## src/rtl/usb_xfer_engine.sv

```systemverilog
// Command-driven transfer engine: moves words between host streams and a
// region-mapped memory port, then reports a one-beat status word.
module usb_xfer_engine #(
    parameter int unsigned NUM_REGIONS = 8,
    parameter int unsigned ADDR_W      = 26,
    parameter int unsigned DATA_W      = 32,
    parameter logic [NUM_REGIONS*ADDR_W-1:0] REGION_BASE = {
        ADDR_W'(32'h000_0000), ADDR_W'(32'h1E0_0000), ADDR_W'(32'h1F0_0000), ADDR_W'(32'h000_0000),
        ADDR_W'(32'h200_0000), ADDR_W'(32'h100_0000), ADDR_W'(32'h000_0000), ADDR_W'(32'h000_0000)},
    parameter logic [NUM_REGIONS*24-1:0] REGION_WORDS = {
        24'h00_0000, 24'h00_0004, 24'h00_0004, 24'h00_0000,
        24'h00_0008, 24'h00_8000, 24'h40_0000, 24'h00_0000},
    parameter logic [NUM_REGIONS-1:0] REGION_DIR = NUM_REGIONS'(8'b0000_1000)
) (
    input  logic              clk,
    input  logic              rst,
    input  logic [DATA_W-1:0] ctrl_tdata,
    input  logic              ctrl_tvalid,
    output logic              ctrl_tready,
    input  logic [DATA_W-1:0] tx_tdata,
    input  logic              tx_tvalid,
    input  logic              tx_tlast,
    output logic              tx_tready,
    output logic [DATA_W-1:0] rx_tdata,
    output logic              rx_tvalid,
    output logic              rx_tlast,
    input  logic              rx_tready,
    output logic [DATA_W-1:0] resp_tdata,
    output logic              resp_tvalid,
    output logic              resp_tlast,
    input  logic              resp_tready,
    output logic [ADDR_W-1:0] mem_addr,
    output logic              mem_wr,
    output logic [DATA_W-1:0] mem_wr_data,
    input  logic              mem_wr_ready,
    output logic              mem_rd,
    input  logic [DATA_W-1:0] mem_rd_data,
    input  logic              mem_rd_valid,
    output logic              busy
);

    localparam int unsigned BPW   = DATA_W / 8;
    localparam int unsigned CNT_W = 24;

    localparam logic [7:0] CODE_OK     = 8'hA5;
    localparam logic [7:0] CODE_NO_REG = 8'hE0;
    localparam logic [7:0] CODE_TOOBIG = 8'hE1;
    localparam logic [7:0] CODE_SHORT  = 8'hE2;

    typedef enum logic [1:0] {IDLE, WRITE, READ, RESP} state_t;

    state_t             state, state_next;
    logic [7:0]         id;
    logic [CNT_W-1:0]   eff_len;
    logic [CNT_W-1:0]   count;
    logic [ADDR_W-1:0]  offset;
    logic [7:0]         code, code_next;
    logic               wr_hs, rd_hs, cmd_hs, last_beat;

    // Region lookups return 0 / unmapped for IDs beyond the table.
    function automatic logic [CNT_W-1:0] words_of(input logic [7:0] rid);
        logic [CNT_W-1:0] w;
        w = '0;
        for (int i = 0; i < NUM_REGIONS; i++)
            if (rid == 8'(i)) w = REGION_WORDS[i*CNT_W +: CNT_W];
        return w;
    endfunction

    function automatic logic [ADDR_W-1:0] base_of(input logic [7:0] rid);
        logic [ADDR_W-1:0] b;
        b = '0;
        for (int i = 0; i < NUM_REGIONS; i++)
            if (rid == 8'(i)) b = REGION_BASE[i*ADDR_W +: ADDR_W];
        return b;
    endfunction

    function automatic logic dir_of(input logic [7:0] rid);
        logic d;
        d = 1'b0;
        for (int i = 0; i < NUM_REGIONS; i++)
            if (rid == 8'(i)) d = REGION_DIR[i];
        return d;
    endfunction

    logic [7:0]       cmd_id;
    logic [CNT_W-1:0] cmd_len;
    logic [CNT_W-1:0] cmd_words;

    assign cmd_id    = ctrl_tdata[7:0];
    assign cmd_len   = ctrl_tdata[31:8];
    assign cmd_words = words_of(cmd_id);
    assign cmd_hs    = ctrl_tvalid & (state == IDLE);
    assign last_beat = (count == eff_len - 24'd1);
    assign mem_addr  = base_of(id) + offset;
    assign busy      = (state != IDLE);

    always_ff @(posedge clk) begin
        if (rst) state <= IDLE;
        else     state <= state_next;
    end

    always_comb begin
        state_next  = state;
        code_next   = code;
        ctrl_tready = 1'b0;
        tx_tready   = 1'b0;
        mem_wr      = 1'b0;
        mem_wr_data = '0;
        rx_tvalid   = 1'b0;
        rx_tdata    = '0;
        rx_tlast    = 1'b0;
        mem_rd      = 1'b0;
        resp_tvalid = 1'b0;
        resp_tlast  = 1'b0;
        resp_tdata  = '0;
        wr_hs       = 1'b0;
        rd_hs       = 1'b0;
        case (state)
            IDLE: begin
                ctrl_tready = 1'b1;
                if (ctrl_tvalid) begin
                    // Out-of-table IDs look up as zero words, so one test covers both rejects.
                    if (cmd_words == '0) begin
                        code_next  = CODE_NO_REG;
                        state_next = RESP;
                    end else if (cmd_len > cmd_words) begin
                        code_next  = CODE_TOOBIG;
                        state_next = RESP;
                    end else begin
                        state_next = dir_of(cmd_id) ? READ : WRITE;
                    end
                end
            end
            WRITE: begin
                tx_tready   = mem_wr_ready;
                wr_hs       = tx_tvalid & mem_wr_ready;
                mem_wr      = wr_hs;
                mem_wr_data = wr_hs ? tx_tdata : '0;
                if (wr_hs) begin
                    if (last_beat) begin
                        code_next  = CODE_OK;
                        state_next = RESP;
                    end else if (tx_tlast) begin
                        code_next  = CODE_SHORT;
                        state_next = RESP;
                    end
                end
            end
            READ: begin
                rx_tvalid = mem_rd_valid;
                rx_tdata  = mem_rd_valid ? mem_rd_data : '0;
                rx_tlast  = mem_rd_valid & last_beat;
                rd_hs     = mem_rd_valid & rx_tready;
                mem_rd    = rd_hs;
                if (rd_hs && last_beat) begin
                    code_next  = CODE_OK;
                    state_next = RESP;
                end
            end
            RESP: begin
                resp_tvalid = 1'b1;
                resp_tlast  = 1'b1;
                resp_tdata  = DATA_W'({code, id, count[15:0]});
                if (resp_tready) state_next = IDLE;
            end
            default: state_next = IDLE;
        endcase
    end

    // Transfer bookkeeping: latched on command, advanced per accepted word.
    always_ff @(posedge clk) begin
        if (rst) begin
            id      <= '0;
            eff_len <= '0;
            count   <= '0;
            offset  <= '0;
            code    <= '0;
        end else begin
            code <= code_next;
            if (cmd_hs) begin
                id      <= cmd_id;
                eff_len <= (cmd_len == '0) ? cmd_words : cmd_len;
                count   <= '0;
                offset  <= '0;
            end else if (wr_hs || rd_hs) begin
                count  <= count + 24'd1;
                offset <= offset + ADDR_W'(BPW);
            end else if (state == RESP && resp_tready) begin
                offset <= '0;
            end
        end
    end

endmodule

```

## config.mk

```make
export PLATFORM = sky130hd
export DESIGN_NAME = usb_xfer_engine
export DESIGN_NICKNAME = d
export VERILOG_FILES = /design/src/rtl/usb_xfer_engine.sv
export SDC_FILE = /design/constraint.sdc
export NUM_CORES = 1
export LEC_CHECK = 0
export BUFFER_PORTS_ARGS = -buffer_cell sky130_fd_sc_hd__buf_2
export CELL_PAD_IN_SITES_DETAIL_PLACEMENT = 0
export CELL_PAD_IN_SITES_GLOBAL_PLACEMENT = 1
export CORE_MARGIN = 8
export CORE_UTILIZATION = 31
export CTS_CLUSTER_SIZE = 20
export DETAILED_ROUTE_END_ITERATION = 7
export PLACE_DENSITY = 0.84
export SLEW_MARGIN = 20
export SYNTH_ARGS = -nofsm -noshare
export SYNTH_HDL_FRONTEND = slang
export SYNTH_SLANG_ARGS = --single-unit
```

## constraint.sdc

```tcl
create_clock -name clk -period 3.1 [get_ports clk]
set_clock_uncertainty 0.1 [all_clocks]
set_input_delay 0.155 -clock clk [delete_from_list [all_inputs] [get_ports clk]]
set_output_delay 0.155 -clock clk [all_outputs]
set_load 0.005 [all_outputs]
```

==> summary.txt, run 1 <==
Timing
  • Rel. slew slack: 45.7%
  • Final Hold Fails: 0
  • Final setup viols: 8
  • Min cycle time layout: 3.22 ns
  • Final WS setup: -0.124 ns
  • Fmax achieved: 310 MHz
  • Final Slew Violations: 0
  • Worst slew pin tran: 0.814 ns
  • Setup TNS: -0.693 ns
  • RSZ-0062 raised after global routing: yes
  • Ratio of final minimum period to clock period: 104%

Setup path
  • Critical path arrival: 3.40 ns
  • Slowest-stage cell, CP: or4_4
  • Worst-path cell chain: or4_4 -> or4_1 -> o41ai_1 -> o41ai_1 -> buf_4 -> nand4_2 -> nor4_4 -> buf_4 -> o211a_4 -> buf_4 -> a211oi_2
  • CP dominant cell by count: buf_4
  • Required time of the critical path: 3.28 ns
  • Worst Setup Start Kind: register
  • CP max FO: 6
  • Slowest stage delay, CP: ~0.55 ns
  • Crit path capture type: register
  • Crit Path Class: reg2reg
  • Cell family with most CP delay: simple AND/OR/NAND/NOR gates
  • Buf/Inv on CP: 3

Cells and area
  • Area Growth Syn to Fin: 38.3%
  • Final Util: ~44%
  • Commonest cells after routing, fill and taps aside: 231 x buf_2, 85 x dfxtp_1, 67 x and2_1
  • Most common cell after layout, fill and taps aside: buf_2
  • Number of filler cells placed in the layout: 1870
  • Layout cell share with drive strength beyond 1: approximately a third
  • Nets: about 1.1k

Synthesis
  • Top cell type's share of synthesized area: 29.7%
  • Synth area leader: dfxtp_1
  • Mapped Cells: between 700 and 800
  • Mapped Area: 5870 µm²
  • Register area share after synthesis: between 20% and 30%
  • Synth Flop Type: dfxtp_1
  • Yosys reg bits: 87
  • Synth async-reset ratio: 0%
  • Yosys cell types: 63
  • Synth warn: 0
  • Number of synthesized flops with an enable pin: 0
  • Synth top area cells: dfxtp_1 30%, and2_1 7.1%, xor2_1 4.9%, and3_1 4.9%, nor2_1 4.3%
  • Syn avg cell area: 7.82 µm²

Global routing
  • Largest net degree at the start of global routing: 39
  • Met1 Use GR: around a fifth
  • Antenna violations before repair: 5
  • M3 GR Usage: about 6.2%
  • First-pass GRT wire length: ~33000 µm
  • Vias in the first global route: 6234
  • Grt total ovfl: 0
  • Gr busiest metal: met2
  • GRT met2 Usage: 28.1%
  • Global Route Usage Sum: around 17%

Floorplanning
  • Core Box Area: between 15000 and 20000 µm²
  • Rows: 50
  • Die Y: 154 µm
  • Die area: 23600 µm²
  • Chip Width: 154 µm
  • Boundary Pins: between 200 and 250
  • Initial Utilization: 31.5%

Clocking
  • Sink Count: 87
  • H-tree depth: 3
  • CTS tree: built
  • Clk_lat worst skew: around 0.36 ns
  • Clock Path Buffers: 2
  • Reg clk slew, reported paths: 0.07 ns
  • CTS Buf Count: 9
  • Root Driver: clkbuf_16

Route
  • Vias after detailed routing: between 6k and 7k
  • Post-DRT Antenna Nets: 0
  • Initial DRT Pass Iterations: 4
  • Post-route DRC: 0
  • Routed WL: 21000 µm
  • Wire per inst: 16.7 µm
  • Via density: 5.00
  • Drt first-iter violations: 326

Run status
  • Status: finished with violations
  • Failing checks: setup timing

Pwr
  • VDD IR max: 0.000268 V
  • Pwr dens: 555 nW/µm²
  • Leak Pwr: 3.93 nW

Job
  • Max-Cap Viols: 0

Placement
  • Hpwl dp: about 16000 µm
  • Routability cong.: 0.926
  • Port Buf Inserts: 231

Hold path
  • Hold crit path type: in2reg
stage by stage:
step	cells	hold WS, ns	total power [mW]	setup slack (ns)	cell area, µm²
floorplan	753	0.164	2.52	0.111	5880
global placement	1199	0.282	3.18	-0.0245	7330
detailed placement	1199	0.289	3.19	-0.0290	7330
CTS	1247	0.000846	4.41	-0.126	8000
global route	1253	0.0223	4.79	-0.234	8110
finish	1253	0.00997	4.50	-0.124	8110
registers in the layout (all words and copies together), names as in the netlist:
signal   count
count       24
eff_len     24
offset      24
id           8
code         5
state        2
cell type report:
class                   count  area [µm²]  area share, %
flip-flops and latches     87        1740           21.5
inverters                  26        97.6           1.20
diodes                      2        5.00         0.0617
well taps                 234         293           3.61
repair buffers            310        1820           22.5
clock inverters             5        41.3          0.509
multi-input cells         578        3860           47.6
clock buffers              11         243           2.99
kinds of logic after synthesis:
group / count (synthesis) / synth area share (%)
multiplexers: 4 / 0.747
other: 1 / 0.0639
XOR/XNOR: 54 / 8.06
AND/OR/NAND/NOR: 370 / 34.9
flip-flops: 87 / 29.7
adder cells (fa/ha/maj): 18 / 3.97
AO/OA/AOI/OAI: 127 / 15.3
buffers and inverters: 89 / 7.27
timing repair:
| item | in CTS | in global routing |
|---|---|---|
| gates resized for setup | 17 | 20 |
| endpoints found under the hold margin | 28 | 0 |
| buffers inserted | 5 | 3 |
| hold buffers | 28 | 0 |
| pin swaps | 12 | 21 |
| setup endpoints to repair | 7 | 13 |
| gates cloned | 0 | 1 |
cells in the mapped netlist, types with 3 or more instances:
library cell / count
buf_4: 24
nor4_1: 4
or3_1: 10
dfxtp_1: 87
nand2_1: 53
mux2_2: 3
nor4_4: 3
a311oi_1: 4
or4_1: 8
o21a_1: 8
nand4_1: 14
o31ai_1: 5
o211ai_1: 5
a21o_1: 3
a211oi_1: 4
and2_1: 67
nor2_1: 67
nand3_1: 46
nor2b_1: 6
clkbuf_1: 37
xor2_1: 33
o2111ai_1: 3
inv_1: 26
or2_2: 4
nor4b_1: 3
o21ai_0: 23
nand2b_1: 7
xnor2_1: 21
o41ai_1: 3
a21oi_1: 28
a22o_1: 23
and3_1: 46
ha_1: 17
nand3b_1: 7
nor3_1: 14
routing by layer:
metal,share of wire [%],vias to the layer above
li1,-,3134
met1,43,2850
met2,46,231
met3,7.8,40
met4,2.4,6
met5,0.15,-
power by group:
| part | switching (mW) | total [mW] | internal (mW) |
|---|---|---|---|
| registers | 0.127 | 1.37 | 1.24 |
| logic | 1.10 | 2.08 | 0.978 |
| clock network | 0.483 | 1.05 | 0.571 |
worst reg2reg max path: stages, from the launching register on:
cell	delay, ns
dfxtp_1	0.31
or4_4	0.55
or4_1	0.48
o41ai_1	0.54
o41ai_1	0.16
buf_4	0.17
nand4_2	0.08
nor4_4	0.06
buf_4	0.18
o211a_4	0.24
buf_4	0.13
a211oi_2	0.16
final timing paths:
check / slack (ns) / cells after the start / start / endpoint
max: -0.12 / 11 / eff_len[7]$_SDFFE_PP0P_ / code[6]$_SDFFE_PP0P_
min: 0.01 / 2 / ctrl_tdata[1] / id[1]$_SDFFE_PP0P_
max reg2reg: -0.12 / 11 / eff_len[7]$_SDFFE_PP0P_ / code[6]$_SDFFE_PP0P_
min reg2reg: 0.37 / 2 / code[5]$_SDFFE_PP0P_ / code[5]$_SDFFE_PP0P_
No activity file was read; power rests on OpenSTA's default activity.
==> run 2, diff against run 1 <==
- CORE_UTILIZATION: 31 -> 37
- PLACE_DENSITY: 0.84 -> 0.93
- clock period: 3.1 -> 3.89 ns (I/O delays scaled with it)
==> summary.txt, run 2 (synthesized netlist as in run 1, its figures left out) <==
Run status
  • Status: finished, final reports clean (was finished with violations)

Route
  • Post-route DRC: 0 (unchanged)
  • Drt first-iter violations: 349 (was 326)
  • Vias after detailed routing: 6093 (was 6261)
  • Post-DRT Antenna Nets: 0 (unchanged)
  • Routed WL: 20600 µm (was 21000 µm)
  • Initial DRT Pass Iterations: 4 (unchanged)
  • Wire per inst: 17.5 µm (was 16.7 µm)
  • Via density: 5.17 (was 5.00)

Pwr
  • Pwr dens: 446 nW/µm² (was 555 nW/µm²)
  • VDD IR max: 0.000244 V (was 0.000268 V)
  • Leak Pwr: 3.66 nW (was 3.93 nW)

Global routing
  • Grt total ovfl: 0 (unchanged)
  • Largest net degree at the start of global routing: 38 (was 39)
  • Global Route Usage Sum: 20.3% (was 17.4%)
  • Vias in the first global route: 6006 (was 6234)
  • Antenna violations before repair: 2 (was 5)
  • First-pass GRT wire length: 32300 µm (was 33200 µm)

Setup path
  • Slowest-stage cell, CP: or4_1 (was or4_4)
  • Crit Path Class: reg2out (was reg2reg)
  • CP dominant cell by count: inv_1 (was buf_4)
  • Cell family with most CP delay: simple AND/OR/NAND/NOR gates (unchanged)
  • Worst Setup Start Kind: register (unchanged)
  • CP max FO: 10 (was 6)
  • Required time of the critical path: 3.60 ns (was 3.28 ns)
  • Critical path arrival: 3.26 ns (was 3.40 ns)
  • Buf/Inv on CP: 3 (unchanged)
  • Worst-path cell chain: inv_1 -> ha_1 -> inv_1 -> nor3_2 -> or4_1 -> a211oi_1 -> or3b_2 -> nor4b_1 -> buf_2 (was or4_4 -> or4_1 -> o41ai_1 -> o41ai_1 -> buf_4 -> nand4_2 -> nor4_4 -> buf_4 -> o211a_4 -> buf_4 -> a211oi_2)
  • Crit path capture type: output port (was register)
  • Slowest stage delay, CP: 0.50 ns (was 0.55 ns)

Cells and area
  • Commonest cells after routing, fill and taps aside: 231 x buf_2, 87 x dfxtp_1, 67 x and2_1 (was 231 x buf_2, 85 x dfxtp_1, 67 x and2_1)
  • Number of filler cells placed in the layout: 1578 (was 1870)
  • Largest regs: count: 24 flops, eff_len: 24 flops, offset: 24 flops (unchanged)
  • Area Growth Syn to Fin: 28.6% (was 38.3%)
  • Nets: 1080 (was 1135)
  • Most common cell after layout, fill and taps aside: buf_2 (unchanged)
  • Layout cell share with drive strength beyond 1: 28.8% (was 34.1%)

Clocking
  • Clock Path Buffers: 2 (unchanged)
  • CTS Buf Count: 9 (unchanged)
  • Post-CTS Setup Bufs: 0 (was 5)
  • Clk_lat worst skew: 0.35 ns (was 0.36 ns)
  • Post-CTS Resized: 0 (was 17)
  • Post-CTS Hold Fix Bufs: 16 (was 28)
  • CTS tree: built (unchanged)
  • Root Driver: clkbuf_16 (unchanged)
  • H-tree depth: 3 (unchanged)
  • Sink Count: 87 (unchanged)
  • Reg clk slew, reported paths: 0.06 ns (was 0.07 ns)

Timing
  • WHS: 0.00761 ns (was 0.00997 ns)
  • Final Slew Violations: 0 (unchanged)
  • Worst slew pin tran: 0.711 ns (was 0.814 ns)
  • RSZ-0062 raised after global routing: no (was yes)
  • Rel. slew slack: 52.4% (was 45.7%)
  • Final Hold Fails: 0 (unchanged)
  • Min cycle time layout: 3.56 ns
  • Ratio of final minimum period to clock period: ~90%
  • Fmax achieved: between 200 and 300 MHz
  • Final setup viols: 0 (was 8)
  • Setup TNS: 0 ns (was -0.693 ns)

Job
  • Max-Cap Viols: 0 (unchanged)

Floorplanning
  • Core Box Area: 15700 µm² (was 18600 µm²)
  • Chip Width: 142 µm (was 154 µm)
  • Boundary Pins: 236 (unchanged)
  • Die area: 20100 µm² (was 23600 µm²)
  • Rows: 46 (was 50)
  • Die Y: 142 µm (was 154 µm)
  • Initial Utilization: 37.3% (was 31.5%)

Hold path
  • Hold crit path type: in2reg (unchanged)

Placement
  • Routability cong.: 0.898 (was 0.926)
  • Hpwl dp: 16400 µm (about the same)
  • Port Buf Inserts: 231 (unchanged)
==> run 2: changes by cell type in the layout (fill, tap and decap cells not counted), moves of 3 or more <==
cell / before / now
buf_4: 50 / 9
dlygate4sd3_1: 28 / 16
nand3_1: 43 / 46
nand3_2: 3 / 0
nor2_1: 63 / 66
o21ai_0: 20 / 23
or4_1: 5 / 8
or4_4: 4 / 1
==> run 2: where the power goes <==
| group | switching, mW | internal (mW) | total, mW |
|---|---|---|---|
| logic | 0.739 | 0.546 | 1.29 |
| clock network | 0.363 | 0.598 | 0.960 |
| registers | 0.129 | 0.989 | 1.12 |
| total | 1.23 | 2.13 | 3.36 |
==> run 2: worst reg2reg max path: stages (launching register included) <==
cell and delay [ns]:
dfxtp_1 0.41, or4_1 0.62, nor3_2 0.29, nand2_1 0.11, o41ai_1 0.48, o2111ai_1 0.27, nor4_4 0.49, o211a_4 0.27
nor2_1 0.06, a211oi_2 0.17
==> run 2: cell type report <==
class	instances	area (µm²)	area share, %
multi-input combinational	577	3720	49.3
sequential	87	1740	23.1
timing repair buffer	256	1380	18.3
tap	216	270	3.58
clock buffer	11	253	3.35
inverter	26	97.6	1.29
clock inverter	4	77.6	1.03
antenna	1	2.50	0.0332
==> run 2: path summary, 6_finish.rpt <==
kind                            slack (ns)                 endpoint               startpoint  depth (start not counted)
worst max-delay path                  0.33                 rx_tlast  eff_len[0]$_SDFFE_PP0P_                          9
worst min register to register        0.37     code[2]$_SDFFE_PP0P_     code[2]$_SDFFE_PP0P_                          2
worst min-delay path                 0.008  eff_len[6]$_SDFFE_PP0P_           ctrl_tdata[14]                          3
worst max register to register        0.55     code[6]$_SDFFE_PP0P_  eff_len[2]$_SDFFE_PP0P_                          9
==> run 2: through the flow <==
stage	cell area [µm²]	util (%)	power [mW]	worst slack (ns)	cells
after floorplan	5880	-	2.01	0.901	753
after global placement	7050	44.9	2.40	0.598	1146
after detailed placement	7050	44.9	2.40	0.563	1146
after CTS	7540	48.0	3.39	0.329	1177
after global routing	7540	48.0	3.58	0.0953	1178
final	7540	48.0	3.36	0.331	1178
==> run 2: metal layers <==
layer / track usage [%] / vias up / share of wire (%)
li1: - / 3033 / -
met1: 23.4 / 2828 / 41
met4: 8.08 / 2 / 2.2
met2: 34.8 / 202 / 49
met5: 0 / - / 0.063
met3: 5.68 / 28 / 7.0
==> run 3, diff against run 2 <==
- CORE_MARGIN: 8 -> not set
- HOLD_SLACK_MARGIN: not set -> 0.06
- RECOVER_POWER: not set -> 25
==> summary.txt, run 3 (synthesized netlist as in run 1, its figures left out) <==
Route
  • Via density: 5.14 (was 5.17)
  • Routed WL: 19300 µm (was 20600 µm)
  • Vias after detailed routing: 6104 (was 6093)
  • Post-DRT Antenna Nets: 0 (unchanged)
  • Met3 WL post-DR: 941 µm (was 1450 µm)
  • WL met1: 8370 µm (was 8550 µm)
  • Initial DRT Pass Iterations: 6 (was 4)
  • Max layer used: met4 (was met5)
  • Drt first-iter violations: 274 (was 349)
  • Wire per inst: 16.3 µm (was 17.5 µm)
  • Met2 wire length: 9470 µm (was 10200 µm)
  • Post-route DRC: 0 (unchanged)

Global routing
  • Global Route Usage Sum: 23.7% (was 20.3%)
  • Largest net degree at the start of global routing: 38 (unchanged)
  • Vias in the first global route: 5621 (was 6006)
  • Antenna violations before repair: 0 (was 2)
  • First-pass GRT wire length: 30000 µm (was 32300 µm)
  • Grt total ovfl: 0 (unchanged)

Setup path
  • Critical path arrival: 3.37 ns (was 3.26 ns)
  • Slowest stage delay, CP: 0.50 ns (about the same)
  • Required time of the critical path: 3.60 ns (about the same)
  • Cell family with most CP delay: simple AND/OR/NAND/NOR gates (unchanged)
  • Worst Setup Start Kind: register (unchanged)
  • CP max FO: 10 (unchanged)
  • Crit Path Class: reg2out (unchanged)
  • CP dominant cell by count: inv_1 (unchanged)
  • Worst-path cell chain: inv_1 -> ha_1 -> inv_1 -> nor3_2 -> or4_1 -> a211oi_1 -> or3b_2 -> nor4b_1 -> buf_2 (unchanged)
  • Slowest-stage cell, CP: or4_1 (unchanged)
  • Crit path capture type: output port (unchanged)
  • Buf/Inv on CP: 3 (unchanged)

Clocking
  • Sink Count: 87 (unchanged)
  • Reg clk slew, reported paths: 0.06 ns (about the same)
  • Clock Path Buffers: 2 (unchanged)
  • Clk_lat worst skew: 0.35 ns (about the same)
  • CTS tree: built (unchanged)
  • CTS Buf Count: 9 (unchanged)
  • Root Driver: clkbuf_16 (unchanged)
  • H-tree depth: 3 (unchanged)
  • Post-CTS Setup Bufs: 0 (unchanged)
  • Post-CTS Resized: 0 (unchanged)

Placement
  • Port Buf Inserts: 231 (unchanged)
  • DP Cell Count: 1141 (was 1146)
  • Routability cong.: 0.872 (was 0.898)
  • Hpwl dp: 14900 µm (was 16400 µm)

Cells and area
  • Antenna fix cells: 0 (was 1)
  • Layout cell share with drive strength beyond 1: 26.3% (was 28.8%)
  • Most common cell after layout, fill and taps aside: buf_2 (unchanged)
  • Post-route insts no fill: 1187 (was 1178)
  • Nets: 1094 (was 1080)
  • Area Growth Syn to Fin: 29.9% (was 28.6%)
  • Commonest cells after routing, fill and taps aside: 216 x buf_2, 87 x dfxtp_1, 66 x nor2_1 (was 231 x buf_2, 87 x dfxtp_1, 67 x and2_1)
  • Largest regs: count: 24 flops, eff_len: 24 flops, offset: 24 flops (unchanged)

Timing
  • Ratio of final minimum period to clock period: 94.2% (was 91.5%)
  • Final Hold Fails: 0 (unchanged)
  • Setup TNS: 0 ns (unchanged)
  • Fmax achieved: 273 MHz (was 281 MHz)
  • Final Slew Violations: 0 (unchanged)
  • Min cycle time layout: 3.66 ns (was 3.56 ns)
  • Worst slew pin tran: 1.23 ns (was 0.711 ns)
  • RSZ-0062 raised after global routing: no (unchanged)
  • Rel. slew slack: 18.0% (was 52.4%)
  • Final setup viols: 0 (unchanged)

Floorplanning
  • Initial Utilization: 38.3% (was 37.3%)
  • Die area: 16400 µm² (was 20100 µm²)
  • Boundary Pins: 236 (unchanged)
  • Die Y: 128 µm (was 142 µm)
  • Chip Width: 128 µm (was 142 µm)
  • Core Box Area: 15300 µm² (was 15700 µm²)
  • Rows: 45 (was 46)

Run status
  • Status: finished, final reports clean (unchanged)

Pwr
  • VDD IR max: 0.000228 V (was 0.000244 V)
  • Leak Pwr: 3.63 nW (was 3.66 nW)
  • Pwr dens: 430 nW/µm² (was 446 nW/µm²)

Job
  • Max-Cap Viols: 0 (unchanged)

Hold path
  • Hold crit path type: in2reg (unchanged)
-- run 3: cell count changes in the layout (fill, tap and decap cells not counted), moves of 2 or more --
cell and delta:
buf_4 -2, dlygate4sd3_1 +14, clkbuf_1 +17, and2_0 +5
buf_2 -15, buf_1 +2, and2_1 -5
-- run 3: metal layers --
layer,track usage (%),vias to the layer above
li1,-,3071
met1,29.0,2784
met2,41.1,214
met3,3.76,35
met4,9.90,0
met5,0,-
-- run 3: cell type report --
type / instances / area (µm²)
clock buffer: 13 / 250
clock inverter: 3 / 42.5
fill: 1581 / 7690
inverter: 26 / 97.6
multi-input combinational: 577 / 3710
sequential: 87 / 1740
tap: 211 / 264
timing repair buffer: 270 / 1510
-- run 3: worst register-to-register path, cell delays in order, from the launching register on --
cell	delay, ns
dfxtp_1	0.41
or4_1	0.63
nor3_2	0.31
nand2_1	0.09
o41ai_1	0.49
o2111ai_1	0.25
nor4_4	0.45
o211a_4	0.27
o211ai_1	0.13
a21oi_2	0.14
-- run 3: stage by stage --
step / hold WS [ns] / setup WS (ns) / util [%] / cell area, µm² / total power [mW]
CTS: 0.0848 / 0.193 / 49.9 / 7650 / 3.29
global placement: 0.321 / 0.590 / 46.1 / 7050 / 2.40
floorplan: 0.203 / 0.901 / - / 5880 / 2.01
detailed placement: 0.326 / 0.591 / 46.1 / 7050 / 2.39
global route: 0.0849 / 0.0460 / 49.8 / 7620 / 3.49
finish: 0.0773 / 0.227 / 49.8 / 7620 / 3.28
-- run 3: path summary, 6_finish.rpt --
kind                      startpoint                    to  slack [ns]  cells after the start
max          eff_len[0]$_SDFFE_PP0P_              rx_tlast        0.23                      9
min                              rst  code[0]$_SDFFE_PP0P_        0.08                      2
max reg2reg  eff_len[2]$_SDFFE_PP0P_  code[0]$_SDFFE_PP0P_        0.55                      9
min reg2reg     code[2]$_SDFFE_PP0P_  code[2]$_SDFFE_PP0P_        0.37                      2
-- run 3: power breakdown --
group          leakage [nW]  switching [mW]  total, mW  internal (mW)
logic                  2.78           0.728       1.28          0.556
clock network         0.140           0.357      0.872          0.515
registers             0.707           0.131       1.12          0.989
-- run 3: timing repair --
| item | in CTS | in global routing |
|---|---|---|
| hold buffers | 30 | 0 |
| endpoints found under the hold margin | 30 | 0 |
| setup endpoints to repair | 0 | 0 |
